**src/rtl/ofdm_subcarrier_mapper.sv**
```systemverilog
// OFDM subcarrier mapper: packs modulated data symbols, BPSK pilots
// and null bins into natural-order IFFT frames over valid/ready.
module ofdm_subcarrier_mapper #(
  parameter int fft_depth     = 12,
  parameter int FFT_SIZE      = 64,
  parameter int HALF_USED     = 26,
  parameter int PILOT_SPACING = 8,
  parameter int PILOT_OFFSET  = 4,
  parameter int PILOT_LEVEL   = 1200,
  localparam int KW = $clog2(FFT_SIZE)
) (
  input  logic                 clk,
  input  logic                 rst_n,
  input  logic [fft_depth-1:0] in_i,
  input  logic [fft_depth-1:0] in_q,
  input  logic                 in_valid,
  output logic                 in_ready,
  output logic [fft_depth-1:0] out_i,
  output logic [fft_depth-1:0] out_q,
  output logic [KW-1:0]        out_index,
  output logic                 out_sof,
  output logic                 out_last,
  output logic                 out_valid,
  input  logic                 out_ready,
  output logic [15:0]          frame_cnt
);

  typedef enum logic {IDLE, RUN} state_t;

  localparam logic [KW-1:0] KMAX = KW'(FFT_SIZE - 1);
  localparam logic [KW-1:0] NLO  = KW'(HALF_USED);
  localparam logic [KW-1:0] NHI  = KW'(FFT_SIZE - HALF_USED);
  localparam logic [KW-1:0] PMSK = KW'(PILOT_SPACING - 1);
  localparam logic [KW-1:0] POFF = KW'(PILOT_OFFSET);
  localparam logic [fft_depth-1:0] PPOS = fft_depth'(PILOT_LEVEL);
  localparam logic [fft_depth-1:0] PNEG = fft_depth'(-PILOT_LEVEL);

  state_t               state_q, state_d;
  logic [KW-1:0]        k_q, k_d;
  logic [6:0]           lfsr_q, lfsr_d;
  logic [15:0]          cnt_d;
  logic                 ov_d, sof_d, last_d;
  logic [fft_depth-1:0] oi_d, oq_d;
  logic [KW-1:0]        idx_d;
  logic                 load_en, is_null, is_pilot, fb, beat;

  assign load_en  = !out_valid || out_ready;
  assign is_null  = (k_q == '0) || (k_q > NLO && k_q < NHI);
  assign is_pilot = !is_null && ((k_q & PMSK) == POFF);
  assign fb       = lfsr_q[6] ^ lfsr_q[3];

  always_comb begin
    state_d  = state_q;
    k_d      = k_q;
    lfsr_d   = lfsr_q;
    cnt_d    = frame_cnt;
    ov_d     = out_valid;
    oi_d     = out_i;
    oq_d     = out_q;
    idx_d    = out_index;
    sof_d    = out_sof;
    last_d   = out_last;
    in_ready = 1'b0;
    beat     = 1'b0;
    unique case (state_q)
      IDLE: begin
        k_d = '0;
        if (load_en) ov_d = 1'b0;
        if (in_valid) state_d = RUN;
      end
      RUN: begin
        if (load_en) begin
          unique case (1'b1)
            is_null: begin
              beat = 1'b1;
              oi_d = '0;
              oq_d = '0;
            end
            is_pilot: begin
              beat = 1'b1;
              oi_d = fb ? PNEG : PPOS;
              oq_d = '0;
            end
            default: begin
              in_ready = 1'b1;
              if (in_valid) begin
                beat = 1'b1;
                oi_d = in_i;
                oq_d = in_q;
              end else begin
                ov_d = 1'b0;
              end
            end
          endcase
          if (beat) begin
            ov_d   = 1'b1;
            idx_d  = k_q;
            sof_d  = (k_q == '0);
            last_d = (k_q == KMAX);
            if (k_q == KMAX) begin
              // frame done: new pilot polarity for the next frame
              k_d     = '0;
              state_d = IDLE;
              lfsr_d  = {lfsr_q[5:0], fb};
              cnt_d   = frame_cnt + 16'd1;
            end else begin
              k_d = k_q + 1'b1;
            end
          end
        end
      end
      default: state_d = IDLE;
    endcase
  end

  always_ff @(posedge clk or negedge rst_n) begin
    if (!rst_n) begin
      state_q   <= IDLE;
      k_q       <= '0;
      lfsr_q    <= 7'h7F;
      frame_cnt <= '0;
      out_valid <= 1'b0;
      out_i     <= '0;
      out_q     <= '0;
      out_index <= '0;
      out_sof   <= 1'b0;
      out_last  <= 1'b0;
    end else begin
      state_q   <= state_d;
      k_q       <= k_d;
      lfsr_q    <= lfsr_d;
      frame_cnt <= cnt_d;
      out_valid <= ov_d;
      out_i     <= oi_d;
      out_q     <= oq_d;
      out_index <= idx_d;
      out_sof   <= sof_d;
      out_last  <= last_d;
    end
  end

endmodule

```
**config.mk**
```make
export PLATFORM = sky130hd
export DESIGN_NAME = ofdm_subcarrier_mapper
export DESIGN_NICKNAME = d
export VERILOG_FILES = /design/src/rtl/ofdm_subcarrier_mapper.sv
export SDC_FILE = /design/constraint.sdc
export NUM_CORES = 1
export LEC_CHECK = 0
export CAP_MARGIN = 5
export CELL_PAD_IN_SITES_DETAIL_PLACEMENT = 1
export CELL_PAD_IN_SITES_GLOBAL_PLACEMENT = 1
export CORE_ASPECT_RATIO = 0.6
export CORE_MARGIN = 2
export CORE_UTILIZATION = 37
export CTS_CLUSTER_DIAMETER = 50
export DETAILED_ROUTE_END_ITERATION = 8
export PLACE_DENSITY = 0.9
export SYNTH_ARGS = -nofsm -noshare
export SYNTH_HDL_FRONTEND = slang
export SYNTH_SLANG_ARGS = --single-unit
```
**constraint.sdc**
```tcl
create_clock -name clk -period 2.5 [get_ports clk]
set_clock_uncertainty 0.2 [all_clocks]
set_input_delay 0.25 -clock clk [delete_from_list [all_inputs] [get_ports clk]]
set_output_delay 0.25 -clock clk [all_outputs]
set_load 0.03 [all_outputs]
```
Yosys cells after proc, flatten, opt, wreduce, memory -nomap -nowiden
Cells that the tools add are included.
Cells by class
  bitwise logic cells: 2
  equality and inequality tests: 7
  reductions and logical operators: 16
  add/subtract/negate cells: 2
  magnitude comparators: 2
  multiplexer cells: 26
Operator list (number)
  2-to-1 mux 12 bit: 4
  one-hot mux 12 bit (2 select lines): 1
  2-to-1 mux 6 bit: 3
  adder 16 x 1 -> 16 bit (second input constant): 1
  2-to-1 mux 1 bit: 15
  one-hot mux 6 bit (2 select lines): 1
  AND reduction 3 bit: 3
  AND reduction 4 bit: 2
  adder 6 x 1 -> 6 bit (second input constant): 1
  equality test 6 bit (second input constant): 1
  greater-than comparator 6 x 5 -> 1 bit (second input constant): 1
  zero test 6 bit: 1
  less-than comparator 6 bit (second input constant): 1
  != test 3 x 2 -> 1 bit (second input constant): 2
  != test 2 x 1 -> 1 bit (second input constant): 2
  one-hot mux 1 bit (2 select lines): 2
  equality test 3 bit (second input constant): 1
  nonzero test 3 bit: 1
  logical AND 1 bit: 2
  zero test 1 bit: 2
  logical OR 1 bit: 2
  != test 2 bit (second input constant): 1
  AND reduction 2 bit: 1
  nonzero test 2 bit: 1
  other kinds (3): 3
Word-level totals
  register bits: 63
  input bits: 28
  output and inout port bits: 50

Depth between registers and ports, before layout
  word-level depth: 12
  depth in mapped cells: 10

Worst setup path before layout
OpenSTA, ideal clock, no wires.
  kind: register to output
  start: register k_q[1]
  end: output port in_ready
  buffers on the path: 2
  path slack: -0.069 ns
  arrival time: 2.119 ns
  stages on the path, launching flop included: 9
  cells stage by stage: dfrtp_1 inv_1 ha_1 buf_6 o21bai_1 a211oi_2 or2_1 buf_2 nor3b_1
Between the ends
  word-level cells in the longest chain between the ends: 9
  elaborated cells between the ends (all ways): 12
RTL lines
  from (decl): line 39  | logic [KW-1:0] k_q, k_d;
  from (signal assigned): line 130  | k_q <= k_d;
  greater-than comparator 6 x 5 -> 1 bit or less-than comparator 6 bit (tied branches): line 48  | assign is_null = (k_q == '0) || (k_q > NLO && k_q < NHI);
  logical AND 1 bit: line 48
  logical OR 1 bit: line 48
  zero test 1 bit: line 49  | assign is_pilot = !is_null && ((k_q & PMSK) == POFF);
  logical AND 1 bit: line 49
  OR reduction 2 bit (no line) (*)
  2-to-1 mux 1 bit (*): line 73  | unique case (1'b1)
  2-to-1 mux 1 bit (*): line 72  | if (load_en) begin
  2-to-1 mux 1 bit (*): line 65  | unique case (state_q)
  to (decl): line 17  | output logic in_ready,
Mark *: on every way between the ends. The rest lies on a longest branch, timed or not.

Worst setup path after layout
  start: register k_q[0]
  end: output port in_ready
The elaborated chain is that of the path after synthesis.

==> flow_summary.ini <==
[floorplan]
die_area_um2 = 8280
start_util = 0.383
rows = 24
fp.dieW_um = 116
die_y_um = 71.3
io_pins = 78
coreArea_um2 = 7300

[layout]
postLayoutCoreUtil = 0.569
fillers = 776
seq_area_um2 = 1590
drive_gt1_frac = 0.213
final_nets = 360
final_cell_mix = clkdlybuf4s50_1 (75), dfrtp_1 (54), nand2_1 (24), a22o_1 (16), buf_4 (16)
area_growth_pct = 48.9
design_area_um2 = 4160
multiInputGateArea_um2 = 1150
insertedDiodeCount = 0
final_common_cell = clkdlybuf4s50_1
stdcell_count = 437

[route]
wl_um = 8300
drt_iter0_drc = 111
dr_total_vias = 2227
avgViaCountPerCell = 5.10
drt_pass1_iterations = 4
wl_per_cell_um = 19.0
drc = 0
ant_nets = 0

[critical_path]
r2r_slack_ns = 0.16
r2r_cells = 6
max_stage_delay_ns = 0.40
critPathSlowestCell = dfrtp_1
reg2reg_from = k_q[1]
cp_num_buf_inv = 2
arrival_ns = 1.96
r2r_end = frame_cnt[1]
cp_top_family = simple AND/OR/NAND/NOR gates
path_cells = inv_2 > ha_1 > nand2b_4 > a211oi_4 > or2_4 > nor3b_4 > buf_6
worstPathMaxFanout = 5
start_kind = flip-flop
path_class = flip-flop to output pin
crit_required_ns = 2.05
cp-end-kind = output pin

[cts]
htreeDepth = 3
clk_latency_ns = 0.33
cts.path.max_buffers = 2
clock-sinks = 63
root_buffer = clkbuf_16
clk_pin_slew_worst_paths_ns = 0.06
cts_made_buffers = 9
cts_tree = built

[sta]
max_freq_ghz = 0.415
fin_crit_sh = 0.965
fin_crit_ns = 2.41
tns_ns = 0
final_hold_viol_count = 0
worstMarginPinSlew_ns = 0.651
setup_viol = 0
hold_ws_ns = 0.232
fin_ws_ns = 0.0879
final_max_slew_viol_count = 0
relSlewSlack = 0.565

[power]
powerDensity_nw_per_um2 = 1250
pwr-share-comb = 0.424
ir_drop_uv = 428
switchingPower_mw = 1.94
swShare = 0.375
pwr-share-seq = 0.298
p_leak_nw = 1.78
intPower_mw = 3.24
finalPower_mw = 5.19
p_clk_frac = 0.278

[placed_design]
port_buffers = 77
place_congestion = 0.849
place_hpwl_um = 5470
place_inst = 416
place_area_um2 = 3710
dp_slack_ns = 0.0540

[global_routing]
grt_pass1_wl_um = 13300
grt_antenna_before_repair = 0
grt.total_usage = 0.215
grt_max_degree = 43
grt_pass1_vias = 2555
grt_overflow_total = 0

[synth]
synth_edf_count = 0
synth_seq_area_share = 0.568
syn_area_per_cell_um2 = 11.9
syn_nets = 267
ys.flop_type = dfrtp_1
synth_seq_cells = 63
synth_cells = 235
ys_warn_count = 0
syn_area_um2 = 2790
yosysUniqueCellTypes = 44
ys_async_sr_fraction = 1.00

[min_path]
hp-class = input port to asynchronous set/reset pin

[job]
drv_cap = 0

[outcome]
status = complete, no violations
state kept, by name, indices dropped and copies added, names as in the netlist:
name       count
out_i         12
frame_cnt     16
out_valid      1
k_q            6
out_sof        1
out_index      6
lfsr_q         7
out_last       1
out_q         12
state_q        1
area by class of cell:
cell class,instances,share of cell area
flip-flops and latches,63,0.382
multi-input cells,154,0.278
repair buffers,95,0.221
clock buffers,10,0.0575
well taps,104,0.0313
clock inverters,6,0.0259
inverters,5,0.00452
power by group through the flow:
| stage | Sequential [mW] | Combinational, mW | Clock (mW) |
|---|---|---|---|
| 4_1_cts | 1.54 | 2.08 | 1.47 |
| 2_1_floorplan | 1.90 | 0.816 | 0 |
| 3_5_place_dp | 1.54 | 2.00 | 0 |
| 5_1_grt | 1.58 | 2.34 | 1.52 |
| 3_3_place_gp | 1.52 | 1.92 | 0 |
| 6_report | 1.54 | 2.20 | 1.44 |
routing by layer:
| metal | routed length, um | vias to the layer above | track usage | part of all wire |
|---|---|---|---|---|
| li1 | - | 1027 | - | - |
| met1 | 3790 | 1126 | 0.275 | 0.46 |
| met2 | 3970 | 62 | 0.346 | 0.48 |
| met3 | 412 | 12 | 0.0677 | 0.050 |
| met4 | 116 | 0 | 0.0780 | 0.014 |
| met5 | 0 | - | 0 | 0 |
cells by family after synthesis:
| kind of cell | after synthesis | share of synthesized area |
|---|---|---|
| simple gates | 70 | 0.141 |
| mux | 10 | 0.0403 |
| xor+xnor | 16 | 0.0502 |
| flops | 63 | 0.568 |
| fa+ha+maj | 4 | 0.0179 |
| buf+inv | 18 | 0.0372 |
| compound gates | 54 | 0.145 |
worst max-delay path by stage:
| stage | startpoint | end | slack (ns) | cells past startpoint |
|---|---|---|---|---|
| finish | k_q[0] | in_ready | 0.09 | 7 |
| global route | k_q[0] | in_ready | -0.01 | 7 |
| CTS | k_q[2] | in_ready | 0.008 | 5 |
| detailed placement | k_q[1] | out_q[0] | 0.05 | 7 |
| global placement | k_q[1] | out_i[1] | 0.18 | 7 |
| floorplan | k_q[1] | in_ready | 0.22 | 8 |
cells in the mapped netlist, types with 2 or more instances:
cell       n  area (um^2)
a211oi_2   2         25.0
a21oi_1   11         55.1
a22o_1    16          140
and3_1     3         18.8
buf_2      3         15.0
buf_6      3         33.8
clkbuf_1   6         22.5
dfrtp_1   56         1400
dfstp_2    7          184
ha_1       4         50.1
inv_1      5         18.8
mux2_2    10          113
nand2_1   24         90.1
nand2b_1   4         25.0
nand3_1   12         60.1
nand4_1    7         43.8
nor2_1     4         15.0
o21ai_0    8         40.0
o31ai_1   10         75.1
or3_1      2         12.5
xnor2_1   15          131
what timing repair did:
action,in CTS,in global routing
endpoints found under the hold margin,21,0
hold buffers,1,0
setup endpoints to repair,3,13
cloned,0,0
setup buffers,2,2
gates resized for setup,4,7
pin swaps,2,4
No activity file was read; power rests on OpenSTA's default activity.
==> edit: new RTL, same flow settings <==
`fft_depth`: 12 -> 11.
--- a/src/rtl/ofdm_subcarrier_mapper.sv
+++ b/src/rtl/ofdm_subcarrier_mapper.sv
@@ -1,7 +1,7 @@
 // OFDM subcarrier mapper: packs modulated data symbols, BPSK pilots
 // and null bins into natural-order IFFT frames over valid/ready.
 module ofdm_subcarrier_mapper #(
-  parameter int fft_depth     = 12,
+  parameter int fft_depth     = 11,
   parameter int FFT_SIZE      = 64,
   parameter int HALF_USED     = 26,
   parameter int PILOT_SPACING = 8,
Interface: changed (resized in_i, in_q, out_i and out_q); port bits go from 78 to 74. No check against the original RTL was run, so the function may have changed too.
==> edit against the original RTL <==
The flow now finishes with violations (setup timing). Synthesized area increased by 0.63%. Wire length increased by 18%. Sequential cell count decreased by 2. Sequential share of layout area decreased by 1.2 points. Power increased by 4.4%. Cell area decreased by 0.12%. Cell count decreased by 0.69%. Largest power group unchanged. Clock power decreased by 5%. Setup slack got worse by 0.13 ns. Critical path type is now register to register.
==> edit: results (changes against the original RTL) <==
The flow ran to the end, but the final reports show violations. The checks that failed: setup timing. The total CTS buffers came out at 9 (unchanged). In this run the critical register-to-register path is captured at out_i[8]. The worst path arrival time came out at 2.51 ns (+0.55 ns).

The internal power of the cells was 0.00324 W (about the same). The half-perimeter wire length of the detailed placement result is 5660 um (+3.4%). The number of instances in the synthesized netlist is 234 (-0.43%).

The number of DRC violations after detailed-routing iteration 0 was 181 (+63%). The total setup violations reported at the end of the flow is 2 (+2). The worst register-to-register path begins at k_q[0]. The hold slack is 0.246 ns (+0.0149 ns). The initial antenna violation count was 0 (unchanged). The min-delay analysis places its worst path in the category input pin to asynchronous set/reset pin.

The count of final hold-check violations was 0 (unchanged). The share of final-layout standard cells stronger than drive strength 1 came out at 21.2% (-0.11 points). The routability congestion estimate from global placement was 0.788 (-7.2%). The worst setup slack after layout came to -0.0374 ns (-0.125 ns). Ranked by instance count, the synthesized netlist is headed by 54 x dfrtp_1, 21 x nand2_1, 15 x a22o_1, 14 x nand3_1, 12 x xnor2_1. The final net count came out at 355 (-1.4%).

The global-route wire length before repair is 14300 um (+7.7%). The worst reg-to-reg path cell count is 8 (+2). The number of global-route vias before repair is 2525 (-1.2%). The largest driver fanout on the critical path came out at 5 (unchanged). The detailed-router iteration count before antenna repair is 4 (unchanged). The power in the clock group came out at 0.00137 W (-5%). The final standard cell count with taps included and fillers excluded is 434 (-0.69%). The setup TNS is -0.0411 ns (-0.0411 ns). In the final layout, the registers with the most flip-flops are frame_cnt (16), out_i (11), out_q (11). The aggregate global-route resource usage came to 23.1% (+1.7 points).

The count of hold buffers inserted by post-cts repair came to 1 (unchanged). The pre-CTS setup slack is 0.00534 ns (-0.0487 ns). The power spent charging and discharging nets came out at 0.00217 W (+12%). The sequential area share after synthesis came out at 54.7% (-2.1 points). The number of instances in the placed design is 412 (-0.96%). The total number of vias came to 2370 (+6.4%). The maximum number of pins on one net before global-route repair is 41 (-4.7%).

The async set or reset register ratio after synthesis is 100% (unchanged). The filler cell count in the final layout is 751 (-3.2%). The worst slew margin relative to its limit is 56.4% (-0.11 points). The post-CTS setup-driven buffer insertion count came to 2 (unchanged). The total of cells resized after clock tree synthesis is 7 (+3). The static leakage was 1.82 nW (+2.0%). The number of nets in the synthesized netlist is 264 (-1.1%). The number of distinct library cells after synthesis is 46 (+4.5%).

The wire length reported by the detailed router is 9780 um (+18%). The total non-filler cell area in the finished layout came out at 4150 um^2 (-0.12%). The warning count from the yosys run is 0 (unchanged). The number of antenna diodes was 0 (unchanged).

The post-place instance area is 3740 um^2 (+0.67%). After synthesis, the cell types taking the most area are dfrtp_1 48%, dfstp_2 6.5%, a22o_1 4.7%. The sequential share of power came to 27.9% (-1.9 points).

The worst IR drop on VDD came to 0.000541 V (+26%). The depth of the CTS H-tree came to 3 (unchanged). In the synthesized netlist the dominant register cell turns out to be dfrtp_1.

The number of buffers inserted by port buffering is 73 (-5.2%).
## edit: cell types whose count changed in the layout (fill, tap and decap cells not counted), sizes merged, moves of 4 or more
cell,delta
a21oi,-4
clkdlybuf4s50,-4
nand2,-4
o31ai,-4
## edit: cell families (layout without fill, tap and decap cells)
logic type,count (synthesis),in the layout,synth area share [%]
XOR/XNOR,16,16,4.99
buffers and inverters,18,114,3.52
adder cells (fa/ha/maj),4,4,1.78
AO/OA/AOI/OAI,47,47,13.1
multiplexers,13,13,6.10
flip-flops,61,61,54.7
AND/OR/NAND/NOR,75,75,15.8
## edit: worst max path at each step
stage           start           end  slack, ns  depth (start not counted)
2_1_floorplan  k_q[0]  frame_cnt[1]       0.16                          9
3_3_place_gp   k_q[0]  frame_cnt[1]       0.13                          7
3_5_place_dp   k_q[0]  frame_cnt[1]      0.005                          7
4_1_cts        k_q[1]      in_ready      0.008                          7
5_1_grt        k_q[0]      in_ready      -0.06                          7
6_report       k_q[0]      out_i[8]      -0.04                          8
## edit: area by class of cell
| class | count | share of cell area (%) |
|---|---|---|
| repair buffers | 92 | 21.9 |
| inverters | 6 | 0.543 |
| clock inverters | 4 | 1.69 |
| multi-input cells | 155 | 29.5 |
| flip-flops and latches | 61 | 37.0 |
| well taps | 104 | 3.14 |
| clock buffers | 12 | 6.18 |
## edit: per-layer routing
layer	vias to the layer above	GRT usage, %	wire (um)
li1	1023	-	-
met1	1239	30.3	4260
met2	86	37.9	4830
met3	22	5.25	425
met4	0	8.73	269
met5	-	0	0
## edit: critical path, cell delays in order, from the launching register on
cell and delay (ns):
dfrtp_2 0.43, inv_2 0.10, ha_2 0.20, nor2b_1 0.06, o21a_2 0.24, or2_4 0.28, buf_4 0.16, buf_4 0.16
o41ai_2 0.53
